[src/rtl/vga_timing_gen.sv]
// Parametrised VGA raster timing generator with co-registered sync/blank/de/sof/eol decode.
// Optional genlock to an external frame pulse when VGA_TIMING_GENLOCK_EN is defined.
module vga_timing_gen #(
  parameter int unsigned H_ACTIVE = 800,
  parameter int unsigned H_FP     = 40,
  parameter int unsigned H_SYNC   = 128,
  parameter int unsigned H_BP     = 88,
  parameter int unsigned V_ACTIVE = 600,
  parameter int unsigned V_FP     = 1,
  parameter int unsigned V_SYNC   = 4,
  parameter int unsigned V_BP     = 23,
  parameter bit          HS_POL   = 1'b1,
  parameter bit          VS_POL   = 1'b1,
  parameter int unsigned CNT_W    = 11
) (
  input  logic             clk,
  input  logic             rst,
  input  logic             ce,
`ifdef VGA_TIMING_GENLOCK_EN
  input  logic             ext_sync,
`endif
  output logic [CNT_W-1:0] hcount,
  output logic [CNT_W-1:0] vcount,
  output logic             hsync,
  output logic             vsync,
  output logic             hblnk,
  output logic             vblnk,
  output logic             de,
  output logic             sof,
  output logic             eol
);

  localparam int unsigned H_TOTAL  = H_ACTIVE + H_FP + H_SYNC + H_BP;
  localparam int unsigned V_TOTAL  = V_ACTIVE + V_FP + V_SYNC + V_BP;
  localparam int unsigned HS_START = H_ACTIVE + H_FP;
  localparam int unsigned HS_END   = H_ACTIVE + H_FP + H_SYNC;
  localparam int unsigned VS_START = V_ACTIVE + V_FP;
  localparam int unsigned VS_END   = V_ACTIVE + V_FP + V_SYNC;

  // Reject modes whose counters do not fit or that have an empty porch/sync interval
  if (((H_TOTAL - 1) >> CNT_W) != 32'd0) begin : g_bad_htotal
    $error("vga_timing_gen: H_TOTAL-1 does not fit in CNT_W bits");
  end
  if (((V_TOTAL - 1) >> CNT_W) != 32'd0) begin : g_bad_vtotal
    $error("vga_timing_gen: V_TOTAL-1 does not fit in CNT_W bits");
  end
  if (H_FP == 0 || H_SYNC == 0 || H_BP == 0 ||
      V_FP == 0 || V_SYNC == 0 || V_BP == 0) begin : g_bad_porch
    $error("vga_timing_gen: porch and sync widths must be non-zero");
  end

  logic [CNT_W-1:0] hcount_q, hcount_d;
  logic [CNT_W-1:0] vcount_q, vcount_d;
  logic             hsync_q, hsync_d;
  logic             vsync_q, vsync_d;
  logic             hblnk_q, hblnk_d;
  logic             vblnk_q, vblnk_d;
  logic             de_q, de_d;
  logic             sof_q, sof_d;
  logic             eol_q, eol_d;
  logic             h_last_c, v_last_c, wrap_c, load_c;

  assign h_last_c = (hcount_q == CNT_W'(H_TOTAL - 1));
  assign v_last_c = (vcount_q == CNT_W'(V_TOTAL - 1));
  assign wrap_c   = h_last_c & v_last_c;

`ifdef VGA_TIMING_GENLOCK_EN
  logic sync_q;
  logic pending_q, pending_d;
  logic sync_edge_c;

  assign sync_edge_c = ext_sync & ~sync_q;
  assign load_c      = pending_q;

  // A pending request is consumed by the next ce; edges while pending or on a natural wrap are absorbed
  always_comb begin
    pending_d = pending_q;
    if (ce && pending_q) begin
      pending_d = 1'b0;
    end else if (sync_edge_c && !pending_q && !(ce && wrap_c)) begin
      pending_d = 1'b1;
    end
  end

  always_ff @(posedge clk) begin
    if (rst) begin
      sync_q    <= 1'b0;
      pending_q <= 1'b0;
    end else begin
      sync_q    <= ext_sync;
      pending_q <= pending_d;
    end
  end
`else
  assign load_c = 1'b0;
`endif

  // Next counter values, then decode from them so every output describes the same pixel
  always_comb begin
    hcount_d = hcount_q;
    vcount_d = vcount_q;
    sof_d    = sof_q;
    if (ce) begin
      sof_d = load_c | wrap_c;
      if (load_c) begin
        hcount_d = '0;
        vcount_d = '0;
      end else if (h_last_c) begin
        hcount_d = '0;
        vcount_d = v_last_c ? '0 : vcount_q + CNT_W'(1);
      end else begin
        hcount_d = hcount_q + CNT_W'(1);
      end
    end
    hblnk_d = (hcount_d >= CNT_W'(H_ACTIVE));
    vblnk_d = (vcount_d >= CNT_W'(V_ACTIVE));
    hsync_d = ((hcount_d >= CNT_W'(HS_START)) && (hcount_d < CNT_W'(HS_END))) ? HS_POL : ~HS_POL;
    vsync_d = ((vcount_d >= CNT_W'(VS_START)) && (vcount_d < CNT_W'(VS_END))) ? VS_POL : ~VS_POL;
    de_d    = ~hblnk_d & ~vblnk_d;
    eol_d   = (hcount_d == CNT_W'(H_TOTAL - 1));
  end

  always_ff @(posedge clk) begin
    if (rst) begin
      hcount_q <= '0;
      vcount_q <= '0;
      hsync_q  <= ~HS_POL;
      vsync_q  <= ~VS_POL;
      hblnk_q  <= 1'b0;
      vblnk_q  <= 1'b0;
      de_q     <= 1'b1;
      sof_q    <= 1'b0;
      eol_q    <= 1'b0;
    end else if (ce) begin
      hcount_q <= hcount_d;
      vcount_q <= vcount_d;
      hsync_q  <= hsync_d;
      vsync_q  <= vsync_d;
      hblnk_q  <= hblnk_d;
      vblnk_q  <= vblnk_d;
      de_q     <= de_d;
      sof_q    <= sof_d;
      eol_q    <= eol_d;
    end
  end

  assign hcount = hcount_q;
  assign vcount = vcount_q;
  assign hsync  = hsync_q;
  assign vsync  = vsync_q;
  assign hblnk  = hblnk_q;
  assign vblnk  = vblnk_q;
  assign de     = de_q;
  assign sof    = sof_q;
  assign eol    = eol_q;

endmodule

[config.mk]
export PLATFORM = sky130hd
export DESIGN_NAME = vga_timing_gen
export DESIGN_NICKNAME = d
export VERILOG_FILES = /design/src/rtl/vga_timing_gen.sv
export SDC_FILE = /design/constraint.sdc
export NUM_CORES = 1
export LEC_CHECK = 0
export ABC_CLOCK_PERIOD_IN_PS = 3400
export BUFFER_PORTS_ARGS = -buffer_cell sky130_fd_sc_hd__buf_2
export CORE_MARGIN = 3
export CORE_UTILIZATION = 57
export CTS_BUF_LIST = sky130_fd_sc_hd__clkbuf_4 sky130_fd_sc_hd__clkbuf_8
export CTS_CLUSTER_SIZE = 28
export DETAILED_ROUTE_END_ITERATION = 10
export GPL_TIMING_DRIVEN = 0
export PLACE_DENSITY = 0.82
export SYNTH_ARGS = -nofsm -noshare
export SYNTH_HDL_FRONTEND = slang
export SYNTH_SLANG_ARGS = --single-unit
[constraint.sdc]
create_clock -name clk -period 3.4 [get_ports clk]
set_input_delay 0.17 -clock clk [delete_from_list [all_inputs] [get_ports clk]]
set_output_delay 0.17 -clock clk [all_outputs]
set_load 0.02 [all_outputs]
==> impl_metrics.ini, run 1 <==
[sta]
period_minus_slack_ps = 2892
tightestPinTransition_ps = 752.8
finalMaxSlewViolations = 0
rsz0062_at_grt = no
hold_viol = 0
period_share_pct = 85.07
max_freq_ghz = 0.3457
skew_ps = 12.74
setup_viol = 0
fin_setup_tns_ps = 0
max_slew_margin_pct = 49.11

[drt]
ant_nets = 0
post_drt_wl_per_cell_um = 14.46
first_pass_iters = 4
via_per_inst = 5.961
wl_mm = 4.064
drt_iter0_markers = 98
vias = 1675
drc = 0

[floorplan]
die_h_um = 60.26
fp.dieW_um = 60.26
io_pins = 32
initial_core_util_pct = 60.32
dieArea_um2 = 3631
core-area_um2 = 2781
rows = 19

[logic_synthesis]
ys_ff_latch = 29
synthArstFlopShare_pct = 0
synth.area.mux_share_pct = 0.5966
netlist_top_cells_area = dfxtp_1 35%, xor2_1 5.7%, nor2_1 5.6%
syn_nets = 217
syn_inst = 212
synth_xor_area_share_pct = 10.96
synth_flop_cell = dfxtp_1
synth-adder-area-share_pct = 1.491
synth.top_cells.by_count = 29 x dfxtp_1, 25 x nor2_1, 18 x nand2_1
avgSynthCellArea_um2 = 7.914
yosys_warnings = 0
yosysTopAreaCell = dfxtp_1
synth_top_family_by_area = simple AND/OR/NAND/NOR gates
yosysTopAreaCellShare_pct = 34.60
yosysUniqueCellTypes = 43
yosysMostFrequentCell = dfxtp_1
syn_area_um2 = 1678
synth_edf_count = 0
synth_compound_area_share_pct = 12.60
seq_area_frac_synth_pct = 34.60
synthSimpleGateAreaFrac_pct = 35.79

[placed_design]
place_congestion = 0.9217
dpl-instance-area_um2 = 1867
port_buffers = 30
dpl.hpwl_mm = 3.090

[hold_path]
hold_class = input port to register
worstHoldPathCells = 2
min_from = rst
holdPathEnd = vcount[10]

[final_layout]
design_area_um2 = 1922
final_nets = 254
layout-drive-gt1-share_pct = 19.20
area_growth_pct = 14.54
antenna_cells = 0

[global_routing]
antenna_found_initial = 0
grt_pass1_vias = 1478
grt-ovfl-total = 0
grt_start_max_net_pins = 11
grt_use_total_pct = 25.17
grt_first_pass_wirelength_mm = 6.789

[clocking]
hold_buffers = 0
cts.repair.resized = 0
cts_sinks = 29
clkLatencyLatePin_ps = 340
cts_tree = yes
cts_buffers = 5
clock-root-buffer = clkbuf_4
clock_path_buffers = 2
htreeDepth = 2
clk_pin_slew_ps = 100
post-cts-setup-buffer-count = 0

[pwr]
p_leak_nw = 0.7483
pwr-share-clk_pct = 35.4
p_int_uw = 433.7
combinationalPowerShare_pct = 5.8
powerDensity_nw_per_um2 = 309.0
peakVddDrop_v = 0.0003427
sw_frac_of_total_pct = 26.95
p_switching_uw = 160.0
seqPwrFrac_pct = 58.8

[worst_setup_path]
required_ps = 3630
cpPeakStageDelay_ps = 470
worstPathArrival_ps = 3130
slowest_stage = dfxtp_1
r2r_cells = 9
critPathCaptureType = register
regToRegEndpoint = de
crit_path_max_fanout = 8
worstSetupPathType = register to register
startpoint = hcount[0]
timing.rr.start = hcount[0]
cp_cell_sequence = ha_1 > clkbuf_1 > and4bb_1 > nand3_1 > o31ai_1 > nand4_1 > nor3_1 > o211ai_1 > a311o_1
worstSetupStartpointType = register
reg2reg_slack_ps = 510

[outcome]
outcome = finished clean

[job]
cap_viol_max_count = 0
## flip-flops by register name, indices dropped and copies added (netlist names)
name / flops
hcount: 11
vcount: 11
de: 1
eol: 1
hblnk: 1
hsync: 1
sof: 1
vblnk: 1
vsync: 1
## cells in the final DEF, fill, tap and decap left out, types with 2 or more instances in the layout
cell type	synthesis	final
a21oi_1	13	13
a31oi_1	4	4
and3_1	2	2
buf_2	2	32
clkbuf_1	11	11
clkbuf_4	0	5
clkinv_2	0	2
dfxtp_1	29	29
ha_1	2	2
inv_1	3	3
nand2_1	18	18
nand2b_1	3	3
nand3_1	8	8
nand4_1	11	11
nand4b_1	2	2
nor2_1	25	25
nor2b_1	6	6
nor3_1	9	9
nor3b_1	2	2
nor4_1	4	4
o21ai_0	4	4
o31ai_1	3	3
or2_2	2	2
or3_1	4	4
or3b_2	2	2
or4_1	5	5
xnor2_1	10	10
xor2_1	11	11
## metal layers
| metal | global-route usage (%) | vias to the layer above | wire (um) |
|---|---|---|---|
| li1 | - | 841 | - |
| met1 | 34.29 | 766 | 1891 |
| met2 | 37.96 | 62 | 1832 |
| met3 | 6.695 | 6 | 295 |
| met4 | 8.861 | 0 | 44 |
| met5 | 0 | - | 0 |
## area by class of cell
class / instances / area (um2)
inverters: 3 / 11.26
well taps: 31 / 38.79
clock buffers: 5 / 37.54
fillers: 249 / 859.6
plain buffers: 14 / 55.05
clock inverters: 3 / 17.52
multi-input cells: 166 / 1031
repair buffers: 30 / 150.1
flip-flops and latches: 29 / 580.6
## metrics by stage
step	total power [mW]	setup slack (ps)	hold slack (ps)	util, %	std cells
global route	0.6208	255.9	150.9	69.10	281
global placement	0.3909	574.1	455.6	67.12	273
floorplan	0.3803	777.9	434.6	-	212
detailed placement	0.3916	556.5	470.6	67.12	273
CTS	0.5963	531.1	141.0	69.10	281
finish	0.5938	507.7	138.3	69.10	281
## cell families after synthesis
group,count (synthesis)
compound gates,33
xor+xnor,21
fa+ha+maj,2
buf+inv,17
flops,29
mux,1
simple gates,109
## worst max path at each step
stage          cells after the start  endpoint  slack, ps
2_1_floorplan                      8       eol        780
3_3_place_gp                       9        de        570
3_5_place_dp                       9        de        560
4_1_cts                            9        de        530
5_1_grt                            9        de        260
6_report                           9        de        510
## critical path, delay by kind of cell (launching register included)
| family | cells | cell delay, ps |
|---|---|---|
| buffers and inverters | 1 | 290 |
| DFF | 1 | 470 |
| and+or+nand+nor | 4 | 980 |
| adders and majority gates | 1 | 190 |
| AOI/OAI and AO/OA | 3 | 850 |
## power by group through the flow
stage	logic (mW)	clock network [mW]	registers, mW
CTS	0.0348	0.212	0.349
detailed placement	0.0348	0	0.357
global placement	0.0341	0	0.357
finish	0.0345	0.210	0.349
global route	0.0391	0.232	0.350
floorplan	0.0191	0	0.361
(Power assumes the default switching activity.)
==> run 2: changes to the inputs <==
ABC_CLOCK_PERIOD_IN_PS = 3430   (was 3400)
CORE_UTILIZATION = 60   (was 57)
MAX_ROUTING_LAYER = met4   (was default)
PLACE_DENSITY = 0.85   (was 0.82)
clock period = 3.43 ns   (was 3.4 ns; I/O delays follow)
==> impl_metrics.ini, run 2 (synthesized netlist as in run 1, its figures left out) <==
[outcome]
outcome = finished clean

[final_layout]
area_growth_pct = 15.36
layout-drive-gt1-share_pct = 19.20
final_common_cell = buf_2
design_area_um2 = 1936
antenna_cells = 0
final_cell_count_no_fill = 280
final_nets = 254
final_cell_mix = 32 x buf_2, 29 x dfxtp_1, 25 x nor2_1

[sta]
setup_viol = 0
fin_setup_tns_ps = 0
skew_ps = 10.39
finalMaxSlewViolations = 0
rsz0062_at_grt = no
max_slew_margin_pct = 46.18
period_minus_slack_ps = 2976
max_freq_ghz = 0.3360
period_share_pct = 86.77
tightestPinTransition_ps = 796.1
hold_viol = 0

[pwr]
peakVddDrop_v = 0.0002820
p_leak_nw = 0.7586
powerDensity_nw_per_um2 = 322.8

[clocking]
htreeDepth = 2
cts_sinks = 29
clock-root-buffer = clkbuf_4
clk_pin_slew_ps = 100
clock_path_buffers = 2
cts_buffers = 5
clkLatencyLatePin_ps = 340
cts.repair.resized = 0
cts_tree = yes
hold_buffers = 0
post-cts-setup-buffer-count = 0

[worst_setup_path]
required_ps = 3650
regToRegEndpoint = de
critPathCaptureType = register
worstSetupStartpointType = register
worstSetupPathType = register to register
cpPeakStageDelay_ps = 490
crit_path_max_fanout = 8
cp_cell_sequence = ha_1 > clkbuf_1 > and4bb_1 > nand3_1 > o31ai_1 > nand4_1 > nor3_1 > o211ai_1 > a311o_1
r2r_cells = 9
reg2reg_slack_ps = 450
timing.rr.start = hcount[0]
cp_top_family = simple AND/OR/NAND/NOR gates
slowest_stage = dfxtp_1
path_buf_inv = 1
worstPathArrival_ps = 3200

[global_routing]
grt_first_pass_wirelength_mm = 6.693
grt_use_total_pct = 25.99
antenna_found_initial = 0
grt_start_max_net_pins = 11
grt-ovfl-total = 0
grt_pass1_vias = 1442

[drt]
first_pass_iters = 4
drc = 0
via_per_inst = 5.943
top_layer = met4
ant_nets = 0
wl_mm = 3.974
vias = 1664
wl_met3_um = 299
drt_iter0_markers = 119
met1_length_mm = 1.930
wl_met2_mm = 1.677
post_drt_wl_per_cell_um = 14.19

[floorplan]
initial_core_util_pct = 65.35
dieArea_um2 = 3467
die_h_um = 58.88
io_pins = 32
fp.dieW_um = 58.88
rows = 18
core-area_um2 = 2567

[hold_path]
hold_class = input port to register
min_from = rst
worstHoldPathCells = 2
holdPathEnd = vcount[10]

[placed_design]
dp_cells = 272
port_buffers = 30
dpl.hpwl_mm = 2.901
place_congestion = 0.8632
dpl-instance-area_um2 = 1866

[job]
cap_viol_max_count = 0
## run 2: layout make-up
class	instances	area [um2]
multi-input combinational	166	1031
fill	217	631.9
sequential	29	580.6
timing repair buffer	30	150.1
clock buffer	7	65.06
buffer	14	55.05
tap	30	37.54
inverter	3	11.26
clock inverter	1	5.005
## run 2: routing by layer
metal | track usage, % | vias to the layer above
met2 | 35.49 | 63
met5 | - | -
li1 | - | 840
met4 | 10.68 | 0
met1 | 37.16 | 754
met3 | 5.044 | 7
## run 2: worst max path at each step
stage | cells after the start | startpoint | end
floorplan | 8 | hcount[0] | eol
CTS | 9 | hcount[0] | de
global placement | 9 | hcount[0] | de
global route | 9 | hcount[0] | vblnk
finish | 9 | hcount[0] | de
detailed placement | 9 | hcount[0] | de
## run 2: worst reg2reg max path, stage by stage, from the launching register on
cell and delay, ps:
dfxtp_1 490, ha_1 200, clkbuf_1 300, and4bb_1 330, nand3_1 210, o31ai_1 390
nand4_1 180, nor3_1 280, o211ai_1 160, a311o_1 330
## run 2: per-stage QoR
stage	hold WS (ps)	total power, mW	utilization (%)	setup slack [ps]
3_5_place_dp	455.5	0.3884	72.66	570.4
6_report	185.0	0.6248	75.39	453.8
5_1_grt	191.9	0.6525	75.39	205.1
4_1_cts	172.5	0.6276	75.39	528.4
3_3_place_gp	451.8	0.3876	72.66	628.2
2_1_floorplan	436.1	0.3770	-	807.9
## run 2: power breakdown
group | internal, mW | switching, mW
Clock | 0.119 | 0.125
Sequential | 0.341 | 0.00597
Combinational | 0.0121 | 0.0224
Total | 0.471 | 0.153
==> run 3: changes to the inputs <==
CTS_CLUSTER_DIAMETER = 100   (was default)
RECOVER_POWER = 100   (was default)
==> impl_metrics.ini, run 3 (synthesized netlist as in run 1, its figures left out) <==
[worst_setup_path]
timing.rr.start = hcount[0]
regToRegEndpoint = de
worstSetupStartpointType = register
startpoint = hcount[0]
cp_top_family = simple AND/OR/NAND/NOR gates
reg2reg_slack_ps = 470
crit_path_max_fanout = 8
cp_cell_sequence = ha_1 > clkbuf_1 > and4bb_1 > nand3_1 > o31ai_1 > nand4_1 > nor3_1 > o211ai_1 > a311o_1
worstSetupPathType = register to register
r2r_cells = 9
cpPeakStageDelay_ps = 490
slowest_stage = dfxtp_1
critPathCaptureType = register
crit_end = de
worstPathArrival_ps = 3180
path_buf_inv = 1
path_depth = 9
required_ps = 3650

[floorplan]
fp.dieW_um = 58.88
rows = 18
core-area_um2 = 2567
initial_core_util_pct = 65.35
dieArea_um2 = 3467
io_pins = 32
die_h_um = 58.88

[pwr]
powerDensity_nw_per_um2 = 328.2
peakVddDrop_v = 0.0002825
p_leak_nw = 0.6355

[placed_design]
dp_cells = 272
place_congestion = 0.8632
port_buffers = 30
dpl.hpwl_mm = 2.901

[global_routing]
grt_first_pass_wirelength_mm = 6.693
grt_pass1_vias = 1442
grt_start_max_net_pins = 11
antenna_found_initial = 0
grt_use_total_pct = 25.99
grt-ovfl-total = 0

[drt]
via_per_inst = 5.907
wl_mm = 4.011
post_drt_wl_per_cell_um = 14.33
drt_iter0_markers = 100
first_pass_iters = 4
vias = 1654
drc = 0
ant_nets = 0

[sta]
period_share_pct = 86.40
period_minus_slack_ps = 2964
tightestPinTransition_ps = 779.9
skew_ps = 9.125
max_slew_margin_pct = 47.28
setup_viol = 0
finalMaxSlewViolations = 0
rsz0062_at_grt = no
hold_viol = 0
fin_setup_tns_ps = 0
max_freq_ghz = 0.3374

[clocking]
post-cts-setup-buffer-count = 0
clock-root-buffer = clkbuf_4
clk_pin_slew_ps = 100
htreeDepth = 2
cts.repair.resized = 0
hold_buffers = 0
cts_sinks = 29
cts_tree = yes
cts_buffers = 5
clock_path_buffers = 2
clkLatencyLatePin_ps = 330

[final_layout]
layout-drive-gt1-share_pct = 7.600
final_nets = 254
final_cell_mix = 40 x clkbuf_1, 29 x dfxtp_1, 25 x nor2_1
final_common_cell = clkbuf_1
final_cell_count_no_fill = 280
antenna_cells = 0
area_growth_pct = 13.20

[hold_path]
min_from = rst
hold_class = input port to register

[job]
cap_viol_max_count = 0

[outcome]
outcome = finished clean
-- run 3: cell types whose count changed in the layout (fill, tap and decap cells not counted) --
cell      previous run  this run
clkbuf_1            11        40
buf_2               32         3
-- run 3: how the worst min path moves through the flow --
stage,to,cells past startpoint
after floorplan,vcount[10],2
after global placement,eol,2
after detailed placement,eol,2
after CTS,vcount[10],2
after global routing,vcount[10],2
final,vcount[10],2
-- run 3: layout make-up --
class,count,area [um2]
clock buffers,7,65.06
repair buffers,30,113.9
fillers,240,668.1
clock inverters,1,5.005
plain buffers,14,55.05
multi-input cells,166,1031
well taps,30,37.54
inverters,3,11.26
flip-flops and latches,29,580.6
-- run 3: power by group --
| group | total (mW) | internal [mW] | switching [mW] |
|---|---|---|---|
| clock | 0.243 | 0.119 | 0.125 |
| sequential | 0.347 | 0.341 | 0.00613 |
| combinational | 0.0332 | 0.0109 | 0.0223 |
| total | 0.623 | 0.470 | 0.153 |
-- run 3: metal layers --
layer	up-vias	GRT usage (%)	routed length (um)
met5	-	-	0
met4	0	10.68	61
met3	7	5.044	282
met2	52	35.49	1719
met1	756	37.16	1948
li1	839	-	-
-- run 3: worst reg2reg max path, delay by kind of cell, from the launching register on --
family          cells  cell delay (ps)
compound gates      3              870
fa+ha+maj           1              200
buf+inv             1              300
flops               1              490
simple gates        4              990
-- run 3: through the flow --
step | setup WS (ps) | instance area [um2] | hold slack, ps | total power [mW] | util (%)
floorplan | 807.9 | 1678 | 436.1 | 0.3770 | -
global placement | 628.2 | 1866 | 451.8 | 0.3876 | 72.66
detailed placement | 570.4 | 1866 | 455.5 | 0.3884 | 72.66
CTS | 528.4 | 1936 | 172.5 | 0.6276 | 75.39
global route | 201.0 | 1899 | 191.9 | 0.6515 | 73.98
finish | 466.3 | 1899 | 185.6 | 0.6233 | 73.98
